**src/rtl/apb_i2c_master_arb_if.sv**
```systemverilog
// Requester-side and APB-side signal bundle for the two-requester APB master sequencer.
// The arbiter connects through the master modport; the requesters and the APB slave use the slave modport.
interface apb_i2c_master_arb_if #(
  parameter int ADDR_W = 32,
  parameter int DATA_W = 32
);
  logic [1:0]          REQ;
  logic [1:0]          REQ_WRITE;
  logic [2*ADDR_W-1:0] REQ_ADDR;
  logic [2*DATA_W-1:0] REQ_WDATA;
  logic [1:0]          ACK;
  logic [DATA_W-1:0]   RSP_RDATA;
  logic                RSP_ERR;
  logic                BUSY;
  logic                PSELx;
  logic                PENABLE;
  logic                PWRITE;
  logic [ADDR_W-1:0]   PADDR;
  logic [DATA_W-1:0]   PWDATA;
  logic [DATA_W-1:0]   PRDATA;
  logic                PREADY;
  logic                PSLVERR;

  modport master (
    input  REQ, REQ_WRITE, REQ_ADDR, REQ_WDATA, PRDATA, PREADY, PSLVERR,
    output ACK, RSP_RDATA, RSP_ERR, BUSY, PSELx, PENABLE, PWRITE, PADDR, PWDATA
  );

  modport slave (
    output REQ, REQ_WRITE, REQ_ADDR, REQ_WDATA, PRDATA, PREADY, PSLVERR,
    input  ACK, RSP_RDATA, RSP_ERR, BUSY, PSELx, PENABLE, PWRITE, PADDR, PWDATA
  );
endinterface

```
**src/rtl/apb_i2c_master_arb.sv**
```systemverilog
// Round-robin APB master sharing one I2C APB slave between two requesters.
// Define APB_ARB_TIMEOUT_EN to abort ACCESS phases that wait TIMEOUT_CYC cycles without PREADY.
module apb_i2c_master_arb #(
  parameter int ADDR_W = 32,
  parameter int DATA_W = 32
`ifdef APB_ARB_TIMEOUT_EN
  , parameter int TIMEOUT_CYC = 16
`endif
) (
  input logic                 PCLK,
  input logic                 PRESETn,
  apb_i2c_master_arb_if.master bus
);

  typedef enum logic [1:0] {IDLE, SETUP, ACCESS, DONE} state_t;

  typedef struct packed {
    logic              write;
    logic [ADDR_W-1:0] addr;
    logic [DATA_W-1:0] wdata;
  } req_t;

  req_t [1:0] req;

  for (genvar i = 0; i < 2; i++) begin : g_req
    assign req[i] = {bus.REQ_WRITE[i], bus.REQ_ADDR[i*ADDR_W +: ADDR_W], bus.REQ_WDATA[i*DATA_W +: DATA_W]};
  end

  state_t            state_q, state_d;
  logic              last_grant_q, last_grant_d;
  logic              grant_q, grant_d;
  logic              psel_q, psel_d;
  logic              penable_q, penable_d;
  logic              pwrite_q, pwrite_d;
  logic [ADDR_W-1:0] paddr_q, paddr_d;
  logic [DATA_W-1:0] pwdata_q, pwdata_d;
  logic [1:0]        ack_q, ack_d;
  logic [DATA_W-1:0] rdata_q, rdata_d;
  logic              err_q, err_d;
  logic              busy_q, busy_d;
  logic              gnt;

`ifdef APB_ARB_TIMEOUT_EN
  localparam int CNT_W = $clog2(TIMEOUT_CYC + 1);
  localparam logic [CNT_W-1:0] CNT_LAST = CNT_W'(TIMEOUT_CYC - 1);
  logic [CNT_W-1:0] wait_cnt_q, wait_cnt_d;
`endif

  always_comb begin
    state_d      = state_q;
    last_grant_d = last_grant_q;
    grant_d      = grant_q;
    psel_d       = psel_q;
    penable_d    = penable_q;
    pwrite_d     = pwrite_q;
    paddr_d      = paddr_q;
    pwdata_d     = pwdata_q;
    ack_d        = ack_q;
    rdata_d      = rdata_q;
    err_d        = err_q;
    gnt          = 1'b0;
`ifdef APB_ARB_TIMEOUT_EN
    wait_cnt_d   = wait_cnt_q;
`endif
    case (state_q)
      IDLE: begin
        if (|bus.REQ) begin
          // a lone requester wins outright; a tie goes to whoever was not served last
          gnt          = (&bus.REQ) ? ~last_grant_q : bus.REQ[1];
          grant_d      = gnt;
          last_grant_d = gnt;
          pwrite_d     = req[gnt].write;
          paddr_d      = req[gnt].addr;
          pwdata_d     = req[gnt].wdata;
          psel_d       = 1'b1;
          state_d      = SETUP;
        end
      end
      SETUP: begin
        penable_d = 1'b1;
        state_d   = ACCESS;
`ifdef APB_ARB_TIMEOUT_EN
        wait_cnt_d = '0;
`endif
      end
      ACCESS: begin
        if (bus.PREADY) begin
          err_d          = bus.PSLVERR;
          rdata_d        = pwrite_q ? '0 : bus.PRDATA;
          psel_d         = 1'b0;
          penable_d      = 1'b0;
          ack_d[grant_q] = 1'b1;
          state_d        = DONE;
        end
`ifdef APB_ARB_TIMEOUT_EN
        else if (wait_cnt_q == CNT_LAST) begin
          err_d          = 1'b1;
          rdata_d        = '0;
          psel_d         = 1'b0;
          penable_d      = 1'b0;
          ack_d[grant_q] = 1'b1;
          state_d        = DONE;
        end else begin
          wait_cnt_d = wait_cnt_q + 1'b1;
        end
`endif
      end
      DONE: begin
        ack_d   = '0;
        rdata_d = '0;
        err_d   = 1'b0;
        state_d = IDLE;
      end
      default: state_d = IDLE;
    endcase
    busy_d = (state_d != IDLE);
  end

  always_ff @(posedge PCLK) begin
    if (!PRESETn) begin
      state_q      <= IDLE;
      last_grant_q <= 1'b1;
      grant_q      <= 1'b0;
      psel_q       <= 1'b0;
      penable_q    <= 1'b0;
      pwrite_q     <= 1'b0;
      paddr_q      <= '0;
      pwdata_q     <= '0;
      ack_q        <= '0;
      rdata_q      <= '0;
      err_q        <= 1'b0;
      busy_q       <= 1'b0;
`ifdef APB_ARB_TIMEOUT_EN
      wait_cnt_q   <= '0;
`endif
    end else begin
      state_q      <= state_d;
      last_grant_q <= last_grant_d;
      grant_q      <= grant_d;
      psel_q       <= psel_d;
      penable_q    <= penable_d;
      pwrite_q     <= pwrite_d;
      paddr_q      <= paddr_d;
      pwdata_q     <= pwdata_d;
      ack_q        <= ack_d;
      rdata_q      <= rdata_d;
      err_q        <= err_d;
      busy_q       <= busy_d;
`ifdef APB_ARB_TIMEOUT_EN
      wait_cnt_q   <= wait_cnt_d;
`endif
    end
  end

  assign bus.PSELx     = psel_q;
  assign bus.PENABLE   = penable_q;
  assign bus.PWRITE    = pwrite_q;
  assign bus.PADDR     = paddr_q;
  assign bus.PWDATA    = pwdata_q;
  assign bus.ACK       = ack_q;
  assign bus.RSP_RDATA = rdata_q;
  assign bus.RSP_ERR   = err_q;
  assign bus.BUSY      = busy_q;

endmodule
```
**src/flat_wrapper.sv**
```systemverilog
// flat-port wrapper written by rule: the top's interface ports become plain ports
module apb_i2c_master_arb_flat 
#(
  parameter int ADDR_W = 32,
  parameter int DATA_W = 32

)
  (PCLK, PRESETn, bus_REQ, bus_REQ_WRITE, bus_REQ_ADDR, bus_REQ_WDATA, bus_PRDATA, bus_PREADY, bus_PSLVERR, bus_ACK, bus_RSP_RDATA, bus_RSP_ERR, bus_BUSY, bus_PSELx, bus_PENABLE, bus_PWRITE, bus_PADDR, bus_PWDATA);
  apb_i2c_master_arb_if #(.ADDR_W(ADDR_W), .DATA_W(DATA_W)) bus_i ();
  input logic PCLK;
  input logic PRESETn;
  input wire logic [$bits(bus_i.REQ)-1:0] bus_REQ;
  input wire logic [$bits(bus_i.REQ_WRITE)-1:0] bus_REQ_WRITE;
  input wire logic [$bits(bus_i.REQ_ADDR)-1:0] bus_REQ_ADDR;
  input wire logic [$bits(bus_i.REQ_WDATA)-1:0] bus_REQ_WDATA;
  input wire logic [$bits(bus_i.PRDATA)-1:0] bus_PRDATA;
  input wire logic [$bits(bus_i.PREADY)-1:0] bus_PREADY;
  input wire logic [$bits(bus_i.PSLVERR)-1:0] bus_PSLVERR;
  output wire logic [$bits(bus_i.ACK)-1:0] bus_ACK;
  output wire logic [$bits(bus_i.RSP_RDATA)-1:0] bus_RSP_RDATA;
  output wire logic [$bits(bus_i.RSP_ERR)-1:0] bus_RSP_ERR;
  output wire logic [$bits(bus_i.BUSY)-1:0] bus_BUSY;
  output wire logic [$bits(bus_i.PSELx)-1:0] bus_PSELx;
  output wire logic [$bits(bus_i.PENABLE)-1:0] bus_PENABLE;
  output wire logic [$bits(bus_i.PWRITE)-1:0] bus_PWRITE;
  output wire logic [$bits(bus_i.PADDR)-1:0] bus_PADDR;
  output wire logic [$bits(bus_i.PWDATA)-1:0] bus_PWDATA;
  assign bus_i.REQ = bus_REQ;
  assign bus_i.REQ_WRITE = bus_REQ_WRITE;
  assign bus_i.REQ_ADDR = bus_REQ_ADDR;
  assign bus_i.REQ_WDATA = bus_REQ_WDATA;
  assign bus_i.PRDATA = bus_PRDATA;
  assign bus_i.PREADY = bus_PREADY;
  assign bus_i.PSLVERR = bus_PSLVERR;
  assign bus_ACK = bus_i.ACK;
  assign bus_RSP_RDATA = bus_i.RSP_RDATA;
  assign bus_RSP_ERR = bus_i.RSP_ERR;
  assign bus_BUSY = bus_i.BUSY;
  assign bus_PSELx = bus_i.PSELx;
  assign bus_PENABLE = bus_i.PENABLE;
  assign bus_PWRITE = bus_i.PWRITE;
  assign bus_PADDR = bus_i.PADDR;
  assign bus_PWDATA = bus_i.PWDATA;
  apb_i2c_master_arb #(.ADDR_W(ADDR_W), .DATA_W(DATA_W)) u_core (.PCLK(PCLK), .PRESETn(PRESETn), .bus(bus_i));
endmodule
```
**config.mk**
```make
export PLATFORM = sky130hd
export DESIGN_NAME = apb_i2c_master_arb_flat
export DESIGN_NICKNAME = d
export VERILOG_FILES = /design/src/rtl/apb_i2c_master_arb_if.sv /design/src/rtl/apb_i2c_master_arb.sv /design/src/flat_wrapper.sv
export SDC_FILE = /design/constraint.sdc
export NUM_CORES = 1
export LEC_CHECK = 0
export ABC_AREA = 1
export BUFFER_PORTS_ARGS = -buffer_cell sky130_fd_sc_hd__clkbuf_2
export CELL_PAD_IN_SITES_DETAIL_PLACEMENT = 1
export CELL_PAD_IN_SITES_GLOBAL_PLACEMENT = 1
export CORE_MARGIN = 8
export CORE_UTILIZATION = 32
export DETAILED_ROUTE_END_ITERATION = 12
export PLACE_DENSITY_LB_ADDON = 0.1
export SYNTH_ARGS = -nofsm -noshare
export SYNTH_HDL_FRONTEND = slang
export SYNTH_SLANG_ARGS = --single-unit
export TNS_END_PERCENT = 20
```
**constraint.sdc**
```tcl
create_clock -name PCLK -period 4.1 [get_ports PCLK]
set_input_delay 0.82 -clock PCLK [delete_from_list [all_inputs] [get_ports PCLK]]
set_output_delay 0.82 -clock PCLK [all_outputs]
set_load 0.02 [all_outputs]
```
# After elaboration in Yosys (flattened, before gate mapping)
# Cells that the tools add are included.
dict set report totals {
  register_bits 107
  out_inout_bits 103
  elab_cells 53
  in_bits 168
}
dict set report op_classes {
  n_reduce_logical 12
  eq_ne 5
  bitwise 2
  n_lt_le_gt_ge 3
  mux 19
}
# operator count
set op_table {}
lappend op_table {{$mux W65} 2}
lappend op_table {{$mux W32} 2}
lappend op_table {{$pmux W32 S2} 1}
lappend op_table {{$pmux W2 S4} 1}
lappend op_table {{$reduce_and A2 Y1} 4}
lappend op_table {{$reduce_bool A2 Y1} 4}
lappend op_table {{$mux W2} 3}
lappend op_table {{$pmux W1 S2} 3}
lappend op_table {{$mux W1} 5}
lappend op_table {{$eq A2 B2 Y1 const B} 2}
lappend op_table {{$lt A1 B2 Y1 const B} 2}
lappend op_table {{$pmux W2 S2} 1}
lappend op_table {{$reduce_and A3 Y1} 1}
lappend op_table {{$eq A2 B1 Y1 const B} 1}
lappend op_table {{$logic_not A2 Y1} 1}
lappend op_table {{$ne A2 B1 Y1 const B} 1}
lappend op_table {{$ne A2 B2 Y1 const B} 1}
lappend op_table {{$or A2 B2 Y2} 1}
lappend op_table {{$reduce_or A2 Y1} 1}
lappend op_table {{$demux W1 S1} 1}
lappend op_table {{$ge A1 B1 Y1 const B} 1}
lappend op_table {{$logic_and A1 B1 Y1} 1}
lappend op_table {{$not A1 Y1} 1}

# Depth between registers and ports, before layout
# Gate-level depths: netlist of run 1.
dict set report logic_depth {
  ltp_word 7
  ltp_mapped 10
  mapped_depth_nobuf 8
}

# Worst setup path after synthesis of run 1
# Ideal clock, no wire load.
dict set report synth_path {
  path_type {in2reg}
  start {input bus_REQ[1]}
  end {register u_core.paddr_q[10], in the netlist u_core.bus.PADDR[10]}
  setup_ns 0.117
  setup_slack_ns 2.492
  n_path_buf 2
  t_arrival_ns 1.491
  required_time_ns 3.983
  stages 6
  path_cell_list {nor2_2 > nor2_4 > buf_6 > buf_6 > o21ai_0 > nor2_1}
}
dict set report synth_between {
  elab_chain_cells 4
  word_cells_on_any_way 6
  cone_classes {3 x mux; 3 x reduce/logical}
}
# item line
set synth_lines {}
lappend synth_lines {{from (decl)} flat_wrapper.sv:12} ;# input wire logic [$bits(bus_i.REQ)-1:0] bus_REQ;
lappend synth_lines {{$reduce_and A2 Y1} apb_i2c_master_arb.sv:69} ;# gnt = (&bus.REQ) ? ~last_grant_q : bus.REQ[1];
lappend synth_lines {{$mux W1} apb_i2c_master_arb.sv:69}
lappend synth_lines {{$mux W65 (2 in a row)} -}
lappend synth_lines {{to (signal assigned)} apb_i2c_master_arb.sv:143} ;# paddr_q <= paddr_d;
lappend synth_lines {{to (decl)} apb_i2c_master_arb.sv:35} ;# logic [ADDR_W-1:0] paddr_q, paddr_d;
# Several ways; a longest one is shown, not always the timed one. The select of a mux whose other input is x is not followed.
# A chain may end at the register's enable or synchronous reset.

# Final worst setup path of run 1
dict set report layout_path {
  start {register u_core.state_q[0]}
  end {register u_core.rdata_q[2], in the netlist u_core.bus.RSP_RDATA[2]}
}
dict set report layout_between {
  elab_chain_cells 3
  word_cells_on_any_way 6
  cone_classes {3 x eq/ne; 1 x mux; 2 x reduce/logical}
}
# item line
set layout_lines {}
lappend layout_lines {{from (decl)} apb_i2c_master_arb.sv:29} ;# state_t state_q, state_d;
lappend layout_lines {{from (signal assigned)} apb_i2c_master_arb.sv:137} ;# state_q <= state_d;
lappend layout_lines {{$eq A2 B2 Y1} apb_i2c_master_arb.sv:65} ;# case (state_q)
lappend layout_lines {{$ne A2 B2 Y1 (no line) or $reduce_bool A2 Y1 (tied branches)} -}
lappend layout_lines {{$reduce_and A2 Y1 (no line)} -}
lappend layout_lines {{to (signal assigned)} apb_i2c_master_arb.sv:146} ;# rdata_q <= rdata_d;
lappend layout_lines {{to (decl)} apb_i2c_master_arb.sv:38} ;# logic [DATA_W-1:0] rdata_q, rdata_d;
# Several ways; a longest one is shown, not always the timed one.

==> results of run 1 <==
-- metrics by stage --
step / total power, mW / std cells / setup slack [ps]
after floorplan: 2.99 / 795 / 2490
after global placement: 3.55 / 1234 / 1740
after detailed placement: 3.58 / 1234 / 1710
after CTS: 4.46 / 1250 / 1870
after global routing: 4.75 / 1250 / 1650
final: 4.36 / 1250 / 1920
-- placed cells by master (no fill, tap or decap), drive strengths merged --
cell	count
dfxtp	107
clkinv	3
clkinvlp	1
inv	79
buf	5
ha	5
clkbuf	280
nand3	38
nand2	178
a21oi	5
o21ai	98
nand4	1
nor2	233
o21bai	1
-- logic make-up (layout without fill, tap and decap cells) --
group / Yosys count / in the layout / synth area share [%]
AO/OA/AOI/OAI: 104 / 104 / 10.3
adder cells (fa/ha/maj): 5 / 5 / 1.23
buffers and inverters: 129 / 368 / 11.9
flip-flops: 107 / 107 / 42.1
AND/OR/NAND/NOR: 450 / 450 / 34.5
-- sequential cells by signal, summed over array words and instances (netlist names) --
signal	flops
u_core.bus.BUSY	1
u_core.bus.PWRITE	1
u_core.bus.ACK	2
u_core.bus.PENABLE	1
u_core.bus.RSP_RDATA	32
u_core.grant_q	1
u_core.bus.PWDATA	32
u_core.state_q	2
u_core.bus.PADDR	32
u_core.bus.RSP_ERR	1
u_core.last_grant_q	1
u_core.bus.PSELx	1
-- power by group --
| part | internal, mW | switching [mW] |
|---|---|---|
| Clock | 0.426 | 0.423 |
| Combinational | 0.627 | 1.34 |
| Sequential | 1.38 | 0.167 |
-- path summary, 6_finish.rpt --
| check | to | slack [ps] |
|---|---|---|
| max | u_core.bus.RSP_RDATA[2] | 1920 |
| min | u_core.bus.ACK[0] | 470 |
| max reg2reg | u_core.bus.RSP_RDATA[2] | 1920 |
| min reg2reg | u_core.bus.ACK[0] | 470 |
-- metal layers --
| metal | track usage [%] | up-vias | wire (µm) |
|---|---|---|---|
| li1 | - | 2890 | - |
| met1 | 20.2 | 2439 | 7670 |
| met2 | 28.7 | 160 | 8170 |
| met3 | 7.11 | 15 | 1750 |
| met4 | 5.54 | 0 | 230 |
| met5 | 0 | - | 0 |
-- final cells by class --
cell class | count | area, µm²
Sequential cell | 107 | 2140
Tap cell | 216 | 270
Multi-Input combinational cell | 559 | 2350
Timing Repair Buffer | 275 | 1390
Clock buffer | 10 | 229
Clock inverter | 6 | 56.3
Fill cell | 2182 | 8990
Inverter | 77 | 289
-- synth_stat cells --
| master | count |
|---|---|
| nor2_2 | 1 |
| nand2_1 | 175 |
| nor2_1 | 231 |
| buf_6 | 8 |
| nand4_1 | 1 |
| a21oi_1 | 5 |
| o21bai_1 | 1 |
| nand3_1 | 38 |
| buf_4 | 1 |
| inv_1 | 75 |
| nor2_4 | 1 |
| clkbuf_8 | 3 |
| dfxtp_1 | 107 |
| clkinv_1 | 1 |
| o21ai_0 | 78 |
| ha_1 | 5 |
| buf_2 | 22 |
| o21ai_1 | 20 |
| nand2_2 | 3 |
| inv_2 | 1 |
| clkbuf_1 | 18 |
-- critical path, cell delays in order (launching register included) --
cell and delay [ps]:
dfxtp_1 390, inv_1 110, ha_1 250, inv_2 100
nand2_2 60, nand2_2 790, nand2_1 140, o21ai_0 140
nor2_1 60
==> results.md, run 1 <==
* Status: completed
* CTS clk-pin slew, worst paths at 80 ps
* Setup bufs post-CTS at 0
* CTS buffer count at 9
* Max Cap Viol at 0
* Total GRT Usage at 17.4%
* Leading area contributor after synthesis: dfxtp_1
* Antenna-violating nets left at 0
* Syn avg cell area at 6.40 µm²
* Hpwl dp at 13100 µm
* Clock buffer depth at 2
* CP arrival at 2390 ps
* Hold_sp: u_core.bus.ACK[0]
* Vias in the first global route at 5602
* Sequential area share after synthesis at 42.1%
* Crit path launch type: register
* Library cells used by synthesis at 21
* WL per Instance at 14.3 µm
* GRT overflow at 0
* DRT Pass-1 Iters at 6
* DIE AREA at 0.0202 mm²
* Clock latency on the worst-skew pair at 350 ps
* Area share of the largest cell type after synthesis at 42.1%
* Synthesized cell area at 0.00509 mm²
* Synthesis-stage register bit count at 107
* DIE WIDTH at 142 µm
* Post-cts resize count at 0
* Min-delay worst type: reg -> reg
* Hold slack at roughly 470 ps
* N_diodes at 0
* Peak VDD IR at 0.304 mV
* I/O pin count at between 200 and 300
* Post-route DRC at 0
* Worst Path Max Fanout at 67
* P_leak at 3.77 nW
* Clock sink count at approximately 110
* CP endpoint kind: register
* Routed WL at approximately 18000 µm
* Initial DRC Count at 191
* Setup Viol. Count Final at 0
* Initial antenna violation count at 0
* RSZ-0062 raised after global routing: false
* Final Critical Period at 2180 ps
* Setup TNS Final at 0 ps
* Max_slew headroom at 26.7%
* Worst Setup SP: u_core.state_q[0]
* Largest net degree at the start of global routing at 86
* FP Rows at 46
* Fmax at 0.460 GHz
* Vias per cell at 4.40
* CTS tree: yes
* Final hold vios at 0
* Clock root cell: clkbuf_16
* Placed Area at 0.00644 mm²
* CORE AREA at ~0.016 mm²
* Cell Pwr Density at 649 mW/mm²
* P&R area growth vs syn at 32.1%
* Worst hold path depth at 2
* Yosys warnings at 0
* Post-CTS Hold Buffers at 0
* Finished Cell Area at 0.00672 mm²
* Via count at around 5500
* Final period util at 53.1%
* Worst Skew at 8.75 ps
* Buffers on Ports at 270
* Total Nets Final at 1202
* CP Class: reg -> reg
* Routability cong. at 0.765
* Die Y at 142 µm
* Reg2Reg Depth at 8
* Post-Syn Nets at slightly below 1000
* Slew @ Worst Pin at 1100 ps
* Synthesized instance count at just under 800
* Critical R2R Launch: u_core.state_q[0]
* Proportion of layout cells with a drive suffix above 1 at around 29%
* Worst EP required at 4320 ps
* Initial Util at 32.4%
* Max-slew violations at 0
* H-Tree Depth at 3
* Fin util at 42.8%
* First-pass GRT wire length at between 20000 and 30000 µm
* Top post-synthesis cells by area: dfxtp_1 42%, nor2_1 17%, nand2_1 13%, o21ai_0 7.7%, inv_1 5.5%
Power figures use the tool's default switching activity.
==> run 2, diff against run 1 <==
--- a/config.mk
+++ b/config.mk
@@ -10,7 +10,7 @@
 export CELL_PAD_IN_SITES_DETAIL_PLACEMENT = 1
 export CELL_PAD_IN_SITES_GLOBAL_PLACEMENT = 1
 export CORE_MARGIN = 8
-export CORE_UTILIZATION = 32
+export CORE_UTILIZATION = 27
 export DETAILED_ROUTE_END_ITERATION = 12
 export PLACE_DENSITY_LB_ADDON = 0.1
 export SYNTH_ARGS = -nofsm -noshare
==> constraint.sdc (replaced) <==
create_clock -name PCLK -period 2 [get_ports PCLK]
set_input_delay 0.4 -clock PCLK [delete_from_list [all_inputs] [get_ports PCLK]]
set_output_delay 0.4 -clock PCLK [all_outputs]
set_load 0.02 [all_outputs]
==> run 2 against run 1 <==
Against the previous run:
- first-iteration DRC count is 28% higher
- sequential cell count stayed put
- core utilization is 5.6 points lower
- clock skew is 1.7 ps higher
- critical path depth stayed put
- fmax is 30% higher
- count of clock-buffer cells in the layout is 1 lower
- clock power is 110% higher
- critical path type unchanged
==> results.md, run 2 (synthesis gave the netlist of run 1 again) <==
* N_diodes at 0 (unchanged)
* Flop2flop setup slack at 330 ps (-1600 ps)
* FP Rows at 50 (+8.7%)
* Min-delay worst type: in -> reg
* Clock sink count at 107 (unchanged)
* Initial Util at 27.4% (-5.0 points)
* Vias per cell at 4.31 (-2.2%)
* Status: completed
* P_leak at 3.85 nW (+1.9%)
* Buffers on Ports at 270 (unchanged)
* Via count at 5502 (-0.036%)
* Worst EP required at 2250 ps (-2070 ps)
* P&R area growth vs syn at 35.6%
* Final hold vios at 0 (unchanged)
* Clock latency on the worst-skew pair at 360 ps (about the same)
* Most frequent cells in the layout: 270 x clkbuf_2, 231 x nor2_1, 175 x nand2_1
* First-pass GRT wire length at 29400 µm (+3.6%)
* Worst Skew at 10.4 ps (+1.68 ps)
* Antenna-violating nets left at 0 (unchanged)
* H-Tree Depth at 3 (unchanged)
* Slew @ Worst Pin at 378 ps (-721 ps)
* Worst Path Max Fanout at 81 (+21%)
* CTS tree: yes
* CP Class: reg -> reg
* Top Metal Used: met5
* Hpwl dp at 13900 µm (+5.9%)
* DRT Pass-1 Iters at 4 (-2)
* Cell Pwr Density at 1330 mW/mm² (+100%)
* Fmax at 0.598 GHz (+30%)
* Crit path buf inv count at 3 (+1)
* Total Nets Final at 1212 (+0.83%)
* CTS buffer count at 9 (unchanged)
* Post-CTS Hold Buffers at 0 (unchanged)
* Largest net degree at the start of global routing at 82 (-4.7%)
* GRT overflow at 0 (unchanged)
* Routed WL at 18400 µm (+3.5%)
* WL per Instance at 14.4 µm (+1.2%)
* Initial DRC Count at 244 (+28%)
* WL met1 at 8300 µm (+8.1%)
* Finished Cell Area at 0.00690 mm² (+2.7%)
* CP max stage delay at 340 ps (-450 ps)
* Initial antenna violation count at 1 (+1)
* RSZ-0062 raised after global routing: false
* CTS clk-pin slew, worst paths at 80 ps (about the same)
* Vias in the first global route at 5675 (+1.3%)
* Clock buffer depth at 2 (unchanged)
* Clock root cell: clkbuf_16
* Placed Area at 0.00661 mm² (+2.7%)
* Setup Viol. Count Final at 0 (unchanged)
* Max-slew violations at 0 (unchanged)
* Met2 WL at 8210 µm (+0.56%)
* Crit path launch type: register
* CP arrival at 1920 ps (-470 ps)
* Slowest cell on the critical path: dfxtp_1
* Die Y at 153 µm (+7.9%)
* CP cell instances: inv_1 > ha_1 > inv_1 > nor2_4 > buf_12 > nand2_1 > nor2_1 > nor2_1
* Peak VDD IR at 0.436 mV (+43%)
* Total GRT Usage at 15.4% (-2.1 points)
* Setup TNS Final at 0 ps (unchanged)
* Final Critical Period at 1670 ps (-502 ps)
* I/O pin count at 271 (unchanged)
* Met3 WL at 1560 µm (-11%)
* Post-cts resize count at 0 (unchanged)
* CORE AREA at 0.0186 mm² (+18%)
* Proportion of layout cells with a drive suffix above 1 at 29.4% (+0.78 points)
* Final period util at 83.7% (+31 points)
* DIE WIDTH at 153 µm (+7.9%)
* DIE AREA at 0.0235 mm² (+16%)
* Commonest non-fill, non-tap cell in the layout: clkbuf_2
* Setup bufs post-CTS at 0 (unchanged)
* Routability cong. at 0.731 (-4.5%)
* Max_slew headroom at 74.8% (+48 points)
* Post-route DRC at 0 (unchanged)
* CP endpoint kind: register
* Critical path's top delay family: buffers and inverters
* Max Cap Viol at 0 (unchanged)
-- run 2: worst min-delay path, stage by stage --
cell and delay (ps):
clkbuf_2 80, nand4_1 70, a21oi_1 60
-- run 2: report_power, final --
| part | leakage (nW) | internal [mW] | total, mW | switching [mW] |
|---|---|---|---|---|
| Combinational | 2.82 | 1.39 | 4.18 | 2.79 |
| Clock | 0.137 | 0.878 | 1.80 | 0.920 |
| Sequential | 0.884 | 2.83 | 3.17 | 0.341 |
| Total | 3.85 | 5.10 | 9.15 | 4.05 |
-- run 2: area by class of cell --
| type | count | area (µm²) |
|---|---|---|
| clock buffer | 9 | 225 |
| clock inverter | 7 | 68.8 |
| fill | 2483 | 11700 |
| inverter | 77 | 289 |
| multi-input combinational | 559 | 2350 |
| sequential | 107 | 2140 |
| tap | 234 | 293 |
| timing repair buffer | 285 | 1540 |
-- run 2: path summary, 6_finish.rpt --
check / from / to / cells after the start
worst max-delay path: u_core.state_q[0] / u_core.bus.PADDR[21] / 8
worst min-delay path: bus_PSLVERR / u_core.bus.RSP_ERR / 3
worst max register to register: u_core.state_q[0] / u_core.bus.PADDR[21] / 8
worst min register to register: u_core.last_grant_q / u_core.last_grant_q / 2
-- run 2: through the flow --
stage	setup WS, ps	utilization, %	hold slack (ps)	total power, mW	std cells
detailed placement	331	35.6	453	7.51	1262
global route	143	37.2	291	9.96	1278
finish	327	37.2	298	9.15	1278
CTS	301	37.2	286	9.37	1278
global placement	394	35.6	453	7.46	1262
floorplan	552	-	429	6.12	795
-- run 2: per-layer routing --
metal	GRT usage, %	vias to the layer above
li1	-	2907
met1	17.9	2405
met2	25.1	165
met3	6.03	23
met4	5.70	2
met5	0	-
